--- src/rtl/hilo_md_pkg.sv ---
// Shared definitions for the HI/LO multiply/divide unit: request-bit positions,
// FSM state encoding and the default datapath width.
package hilo_md_pkg;

  localparam int unsigned MD_DATA_W = 32;

  // Decoder request vectors: bit 0 is the signed / LO variant, bit 1 the unsigned / HI variant.
  localparam int unsigned REQ_SIGNED   = 0;
  localparam int unsigned REQ_UNSIGNED = 1;
  localparam int unsigned REQ_LO       = 0;
  localparam int unsigned REQ_HI       = 1;

  typedef enum logic [1:0] {
    ST_IDLE = 2'd0,
    ST_MUL  = 2'd1,
    ST_DIV  = 2'd2
  } md_state_e;

endpackage

--- src/rtl/hilo_md_unit_div_core.sv ---
// Iterative restoring divider on unsigned magnitudes: one quotient bit per cycle,
// DATA_W cycles per divide; q/r are the final-step values while done is high.
module md_div_core #(
  parameter int unsigned DATA_W = 32
) (
  input  logic              clk,
  input  logic              resetn,
  input  logic              start,
  input  logic              abort,
  input  logic [DATA_W-1:0] dividend,
  input  logic [DATA_W-1:0] divisor,
  output logic              done,
  output logic [DATA_W-1:0] q,
  output logic [DATA_W-1:0] r
);

  localparam int unsigned CW = $clog2(DATA_W);

  logic              running;
  logic [CW-1:0]     count;
  logic [DATA_W-1:0] rem;
  logic [DATA_W-1:0] quo;
  logic [DATA_W-1:0] dvs;
  logic [DATA_W:0]   rem_shift;
  logic [DATA_W:0]   diff;
  logic              take;
  logic [DATA_W-1:0] rem_nxt;
  logic [DATA_W-1:0] quo_nxt;

  // The dividend is shifted out of quo's MSB while quotient bits fill in from the LSB.
  always_comb begin
    rem_shift = {rem, quo[DATA_W-1]};
    diff      = rem_shift - {1'b0, dvs};
    take      = ~diff[DATA_W];
    rem_nxt   = take ? diff[DATA_W-1:0] : rem_shift[DATA_W-1:0];
    quo_nxt   = {quo[DATA_W-2:0], take};
  end

  assign done = running && (count == CW'(DATA_W - 1));
  assign q    = quo_nxt;
  assign r    = rem_nxt;

  always_ff @(posedge clk or negedge resetn) begin
    if (!resetn) begin
      running <= 1'b0;
      count   <= '0;
      rem     <= '0;
      quo     <= '0;
      dvs     <= '0;
    end else if (abort) begin
      running <= 1'b0;
      count   <= '0;
    end else if (start) begin
      running <= 1'b1;
      count   <= '0;
      rem     <= '0;
      quo     <= dividend;
      dvs     <= divisor;
    end else if (running) begin
      rem   <= rem_nxt;
      quo   <= quo_nxt;
      count <= done ? '0 : count + 1'b1;
      if (done) begin
        running <= 1'b0;
      end
    end
  end

endmodule

--- src/rtl/hilo_md_unit.sv ---
// EX-stage HI/LO owner: mult/multu with fixed latency, div/divu via the iterative
// core, mthi/mtlo writes and mfhi/mflo reads, with a stall for the EX stage while busy.
module hilo_md_unit
  import hilo_md_pkg::*;
#(
  parameter int unsigned DATA_W  = MD_DATA_W,
  parameter int unsigned MUL_LAT = 1
) (
  input  logic              clk,
  input  logic              resetn,
  input  logic              md_en,
  input  logic              md_cancel,
  input  logic [1:0]        MULT,
  input  logic [1:0]        DIV,
  input  logic [1:0]        MTHL,
  input  logic [1:0]        MFHL,
  input  logic [DATA_W-1:0] rs_data,
  input  logic [DATA_W-1:0] rt_data,
  output logic              md_stall,
  output logic              md_busy,
  output logic [DATA_W-1:0] hilo_rdata,
  output logic [DATA_W-1:0] hi,
  output logic [DATA_W-1:0] lo
);

  localparam int unsigned MCW = (MUL_LAT > 1) ? $clog2(MUL_LAT) : 1;

  md_state_e           state_q;
  md_state_e           state_d;
  logic                accept;
  logic                start_div;
  logic                start_mul;
  logic                do_mt;
  logic [DATA_W-1:0]   op_a;
  logic [DATA_W-1:0]   op_b;
  logic                mul_signed;
  logic [MCW-1:0]      mul_cnt;
  logic                mul_last;
  logic [2*DATA_W-1:0] ext_a;
  logic [2*DATA_W-1:0] ext_b;
  logic [2*DATA_W-1:0] product;
  logic                div_signed_op;
  logic [DATA_W-1:0]   rs_mag;
  logic [DATA_W-1:0]   rt_mag;
  logic                sign_q;
  logic                sign_r;
  logic                div_done;
  logic [DATA_W-1:0]   div_q;
  logic [DATA_W-1:0]   div_r;

  // DIV outranks MULT outranks MTHL when the decoder asserts more than one vector.
  assign accept    = (state_q == ST_IDLE) && md_en && !md_cancel;
  assign start_div = accept && (DIV != 2'b00);
  assign start_mul = accept && (DIV == 2'b00) && (MULT != 2'b00);
  assign do_mt     = accept && (DIV == 2'b00) && (MULT == 2'b00) && (MTHL != 2'b00);

  assign div_signed_op = DIV[REQ_SIGNED];
  assign rs_mag = (div_signed_op && rs_data[DATA_W-1]) ? -rs_data : rs_data;
  assign rt_mag = (div_signed_op && rt_data[DATA_W-1]) ? -rt_data : rt_data;

  assign ext_a   = mul_signed ? {{DATA_W{op_a[DATA_W-1]}}, op_a} : {{DATA_W{1'b0}}, op_a};
  assign ext_b   = mul_signed ? {{DATA_W{op_b[DATA_W-1]}}, op_b} : {{DATA_W{1'b0}}, op_b};
  assign product = ext_a * ext_b;

  assign mul_last = (mul_cnt == MCW'(MUL_LAT - 1));

  md_div_core #(
    .DATA_W(DATA_W)
  ) u_div_core (
    .clk      (clk),
    .resetn   (resetn),
    .start    (start_div),
    .abort    (md_cancel),
    .dividend (rs_mag),
    .divisor  (rt_mag),
    .done     (div_done),
    .q        (div_q),
    .r        (div_r)
  );

  always_ff @(posedge clk or negedge resetn) begin
    if (!resetn) begin
      state_q <= ST_IDLE;
    end else begin
      state_q <= state_d;
    end
  end

  always_comb begin
    state_d = state_q;
    case (state_q)
      ST_IDLE: begin
        if (start_div) begin
          state_d = ST_DIV;
        end else if (start_mul) begin
          state_d = ST_MUL;
        end
      end
      ST_MUL: begin
        if (md_cancel || mul_last) begin
          state_d = ST_IDLE;
        end
      end
      ST_DIV: begin
        if (md_cancel || div_done) begin
          state_d = ST_IDLE;
        end
      end
      default: state_d = ST_IDLE;
    endcase
  end

  always_comb begin
    md_busy  = (state_q != ST_IDLE);
    md_stall = md_busy && md_en && ((MULT | DIV | MTHL | MFHL) != 2'b00);
    if (MFHL[REQ_HI]) begin
      hilo_rdata = hi;
    end else if (MFHL[REQ_LO]) begin
      hilo_rdata = lo;
    end else begin
      hilo_rdata = '0;
    end
  end

  always_ff @(posedge clk or negedge resetn) begin
    if (!resetn) begin
      op_a       <= '0;
      op_b       <= '0;
      mul_signed <= 1'b0;
      mul_cnt    <= '0;
      sign_q     <= 1'b0;
      sign_r     <= 1'b0;
    end else if (start_mul) begin
      op_a       <= rs_data;
      op_b       <= rt_data;
      mul_signed <= MULT[REQ_SIGNED];
      mul_cnt    <= '0;
    end else if (start_div) begin
      sign_q <= div_signed_op && (rs_data[DATA_W-1] ^ rt_data[DATA_W-1]);
      sign_r <= div_signed_op && rs_data[DATA_W-1];
    end else if (state_q == ST_MUL) begin
      mul_cnt <= mul_cnt + 1'b1;
    end
  end

  // A cancel arriving on the final MUL/DIV cycle suppresses the HI/LO write.
  always_ff @(posedge clk or negedge resetn) begin
    if (!resetn) begin
      hi <= '0;
      lo <= '0;
    end else if ((state_q == ST_MUL) && !md_cancel && mul_last) begin
      hi <= product[2*DATA_W-1:DATA_W];
      lo <= product[DATA_W-1:0];
    end else if ((state_q == ST_DIV) && !md_cancel && div_done) begin
      lo <= sign_q ? -div_q : div_q;
      hi <= sign_r ? -div_r : div_r;
    end else if (do_mt) begin
      if (MTHL[REQ_HI]) begin
        hi <= rs_data;
      end
      if (MTHL[REQ_LO]) begin
        lo <= rs_data;
      end
    end
  end

endmodule

--- config.mk ---
export PLATFORM = sky130hd
export DESIGN_NAME = hilo_md_unit
export DESIGN_NICKNAME = d
export VERILOG_FILES = /design/src/rtl/hilo_md_pkg.sv /design/src/rtl/hilo_md_unit_div_core.sv /design/src/rtl/hilo_md_unit.sv
export SDC_FILE = /design/constraint.sdc
export NUM_CORES = 2
export LEC_CHECK = 0
export ABC_AREA = 1
export CORE_ASPECT_RATIO = 2
export CORE_MARGIN = 3
export CORE_UTILIZATION = 40
export CTS_CLUSTER_DIAMETER = 50
export CTS_CLUSTER_SIZE = 25
export DETAILED_ROUTE_END_ITERATION = 10
export GPL_ROUTABILITY_DRIVEN = 0
export PLACE_DENSITY = 0.55
export SETUP_SLACK_MARGIN = 0.4
export SYNTH_ARGS = -nofsm -noshare
export SYNTH_HDL_FRONTEND = slang
export SYNTH_SLANG_ARGS = --single-unit
export TNS_END_PERCENT = 10
--- constraint.sdc ---
create_clock -name clk -period 15.72 [get_ports clk]
set_input_delay 3.144 -clock clk [delete_from_list [all_inputs] [get_ports clk]]
set_output_delay 3.144 -clock clk [all_outputs]
set_load 0.1 [all_outputs]
==> out/results.ini <==
[sta]
skew_ps=31.6
finalSetupTns_ps=0
setup_ws_ps=5540
timing.final.crit_period_ps=10180
fmaxAchievable_mhz=98.2
rsz0062_at_grt=no
worst_slew_pin_tran_ps=1200
final.hold.worst_slack_ps=492
slew_headroom_pct=19.8
final-max-slew-violation-count=0
finalSetupViolations=0
timing_hold_violations_final=0
period_share_pct=64.8

[clock_network]
cts_tree=done
clk_root_buffer_cell=clkbuf_16
clk_pin_slew_ps=80
htree_levels=1
cts_setup_buffers=0
clkLatencyLatePin_ps=630
cts.sink_count=236
cts_made_buffers=27
cts_buffer_depth=3
cts_resized=0
holdBufCountCts=0

[synthesis]
yosysWarnings=0
synth.yosys.seq_area_share_pct=8.93
mux_share_of_post_synthesis_cell_area_pct=0.168
synth.lib_cells_used.distinct=61
synth_compound_area_share_pct=6.19
fraction_of_registers_with_async_set_reset_pct=100
dominant_combinational_cell_family_by_area_after_synthesis=adder cells
synth_area_sq_um=66100
syn_avg_cell_area_sq_um=7.76
ys.flop_type=dfrtp_1
synth_enable_flop_cells=0
synth_fp_nets=10400
synth-adder-area-share_pct=49.5
post-synth-top-area-cell=fa_1
ys_top_cells_by_area=fa_1 (43%), inv_1 (15%), nand2_1 (11%)
xor_xnor_fraction_of_synth_area_pct=1.88
yosys.area_share.simple_pct=16.4
synth_top_area_share_pct=43.0
post_synth_inst_count=8524
postSynthRegisterBits=236

[global_route]
maximum_number_of_pins_on_one_net_before_global_route_repair=112
grt_overflow_total=0
global_route_wire_length_before_repair_microns=367000
grt_use_total_pct=29.1
number_of_global_route_vias_before_repair=60400
antenna_found_initial=11

[hold_path]
holdCritPathClass=register to register
worstHoldPathCells=2
worstHoldStart=op_b[27]$_DFFE_PN0P_
endpoint_with_the_worst_hold_slack=op_b[27]$_DFFE_PN0P_

[detailed_routing]
drt_first_iter_violations=3780
avgViaCountPerCell=5.18
postRouteAntennaNets=0
route.vias.total=55000
remaining_drc_errors=0
wire_per_inst_microns=23.1
detail_route.first_pass.iterations=8
wl_microns=245000

[floorplanning]
die_width_microns=293
core_region_area_sq_um=164000
pin_count=174
area_of_the_die_sq_um=170000
initial_utilization_pct=40.3
die-height_microns=581
fp-row-count=210

[critical_path]
crit_required_ps=16250
ff2ff_setup_slack_ps=5540
critical-path-slowest-cell=dfrtp_1
criticalPathCategory=register to register
startpoint_type=register
critical_path.reg2reg.endpoint=hi[30]$_DFFE_PN0P_
endpoint_arrival_time_on_the_critical_path_ps=10710
cp-end-kind=register
path_common_cell=fa_1
worst_path_max_fanout=18
r2r_cells=29
rr_startpoint=op_b[5]$_DFFE_PN0P_
cp_slowest_stage_delay_ps=910

[outcome]
run_status=completed

[placed_design]
placement.io_buffers=173
pre_cts_ws_ps=5720
detailed_place_hpwl_microns=205000

[layout]
layout-drive-gt1-share_pct=3.22
finish.net_count=10300
areaGrowthSynthToFinish_pct=7.41
layout.cells.most_common=inv_1
most-common-layout-cells=inv_1 (2564), nand2_1 (1953), fa_1 (1420)

[job]
timing.max_cap.violations=0

[metrics by stage]
step	utilization [%]	instances	instance area [sq um]
global placement	42.6	10600	69900
CTS	43.3	10600	71000
detailed placement	42.7	10600	69900
finish	43.3	10600	71000
global route	43.3	10600	71000
floorplan	-	8524	66100
[Yosys cell counts (all sizes together) (21+ instances only)]
| cell | count |
|---|---|
| a31oi | 45 |
| ha | 346 |
| xnor2 | 44 |
| xor2 | 98 |
| dfrtp | 236 |
| nor3 | 46 |
| o21ai | 311 |
| a21oi | 240 |
| o211ai | 21 |
| nand4 | 32 |
| nand3 | 199 |
| o22ai | 42 |
| nand2 | 1990 |
| nor2 | 383 |
| clkbuf | 339 |
| buf | 29 |
| inv | 2576 |
| fa | 1420 |
[cell type report]
class | instances | area, sq um
Fill cell | 16800 | 92900
Multi-Input combinational cell | 5342 | 49100
Inverter | 2578 | 9680
Sequential cell | 236 | 5910
Tap cell | 2120 | 2650
Timing Repair Buffer | 281 | 2560
Clock buffer | 27 | 676
Clock inverter | 23 | 378
Antenna cell | 10 | 25.0
[how the worst max path moves through the flow]
stage,end,startpoint,slack (ps),cells after the start
2_1_floorplan,hi[30]$_DFFE_PN0P_,op_a[31]$_DFFE_PN0P_,6780,34
3_3_place_gp,hi[30]$_DFFE_PN0P_,mul_signed$_DFFE_PN0P_,5870,35
3_5_place_dp,hi[30]$_DFFE_PN0P_,mul_signed$_DFFE_PN0P_,5720,33
4_1_cts,hi[30]$_DFFE_PN0P_,op_b[5]$_DFFE_PN0P_,5640,29
5_1_grt,hi[30]$_DFFE_PN0P_,mul_signed$_DFFE_PN0P_,5010,33
6_report,hi[30]$_DFFE_PN0P_,op_b[5]$_DFFE_PN0P_,5540,29
[metal layers]
metal	share of wire [%]	vias to the layer above	track usage (%)	wire, microns
li1	-	24300	-	-
met1	31	27800	27.9	75300
met2	53	2031	54.4	131000
met3	4.2	906	2.86	10300
met4	12	6	26.3	28600
met5	0.016	-	0	40
[worst max-delay path, delay by kind of cell (launching register included)]
family | cells | cell delay (ps)
flops | 1 | 910
fa+ha+maj | 11 | 6180
buf+inv | 9 | 1380
compound gates | 3 | 610
simple gates | 6 | 960
[cell families after synthesis]
family / count (synthesis)
compound gates: 731
simple gates: 2693
buf+inv: 2946
fa+ha+maj: 1766
mux: 10
flops: 236
xor+xnor: 142
[registers in the layout, summed over array words and instances, names as in the netlist]
| signal | flops |
|---|---|
| mul_cnt | 1 |
| sign_q | 1 |
| op_a | 32 |
| u_div_core.quo | 32 |
| u_div_core.running | 1 |
| mul_signed | 1 |
| op_b | 32 |
| state_q | 2 |
| u_div_core.rem | 32 |
| lo | 32 |
| sign_r | 1 |
| u_div_core.dvs | 32 |
| u_div_core.count | 5 |
| hi | 32 |
Power is not shown: default switching activity piles up to over one toggle a cycle in this logic, so the estimate is an artifact.
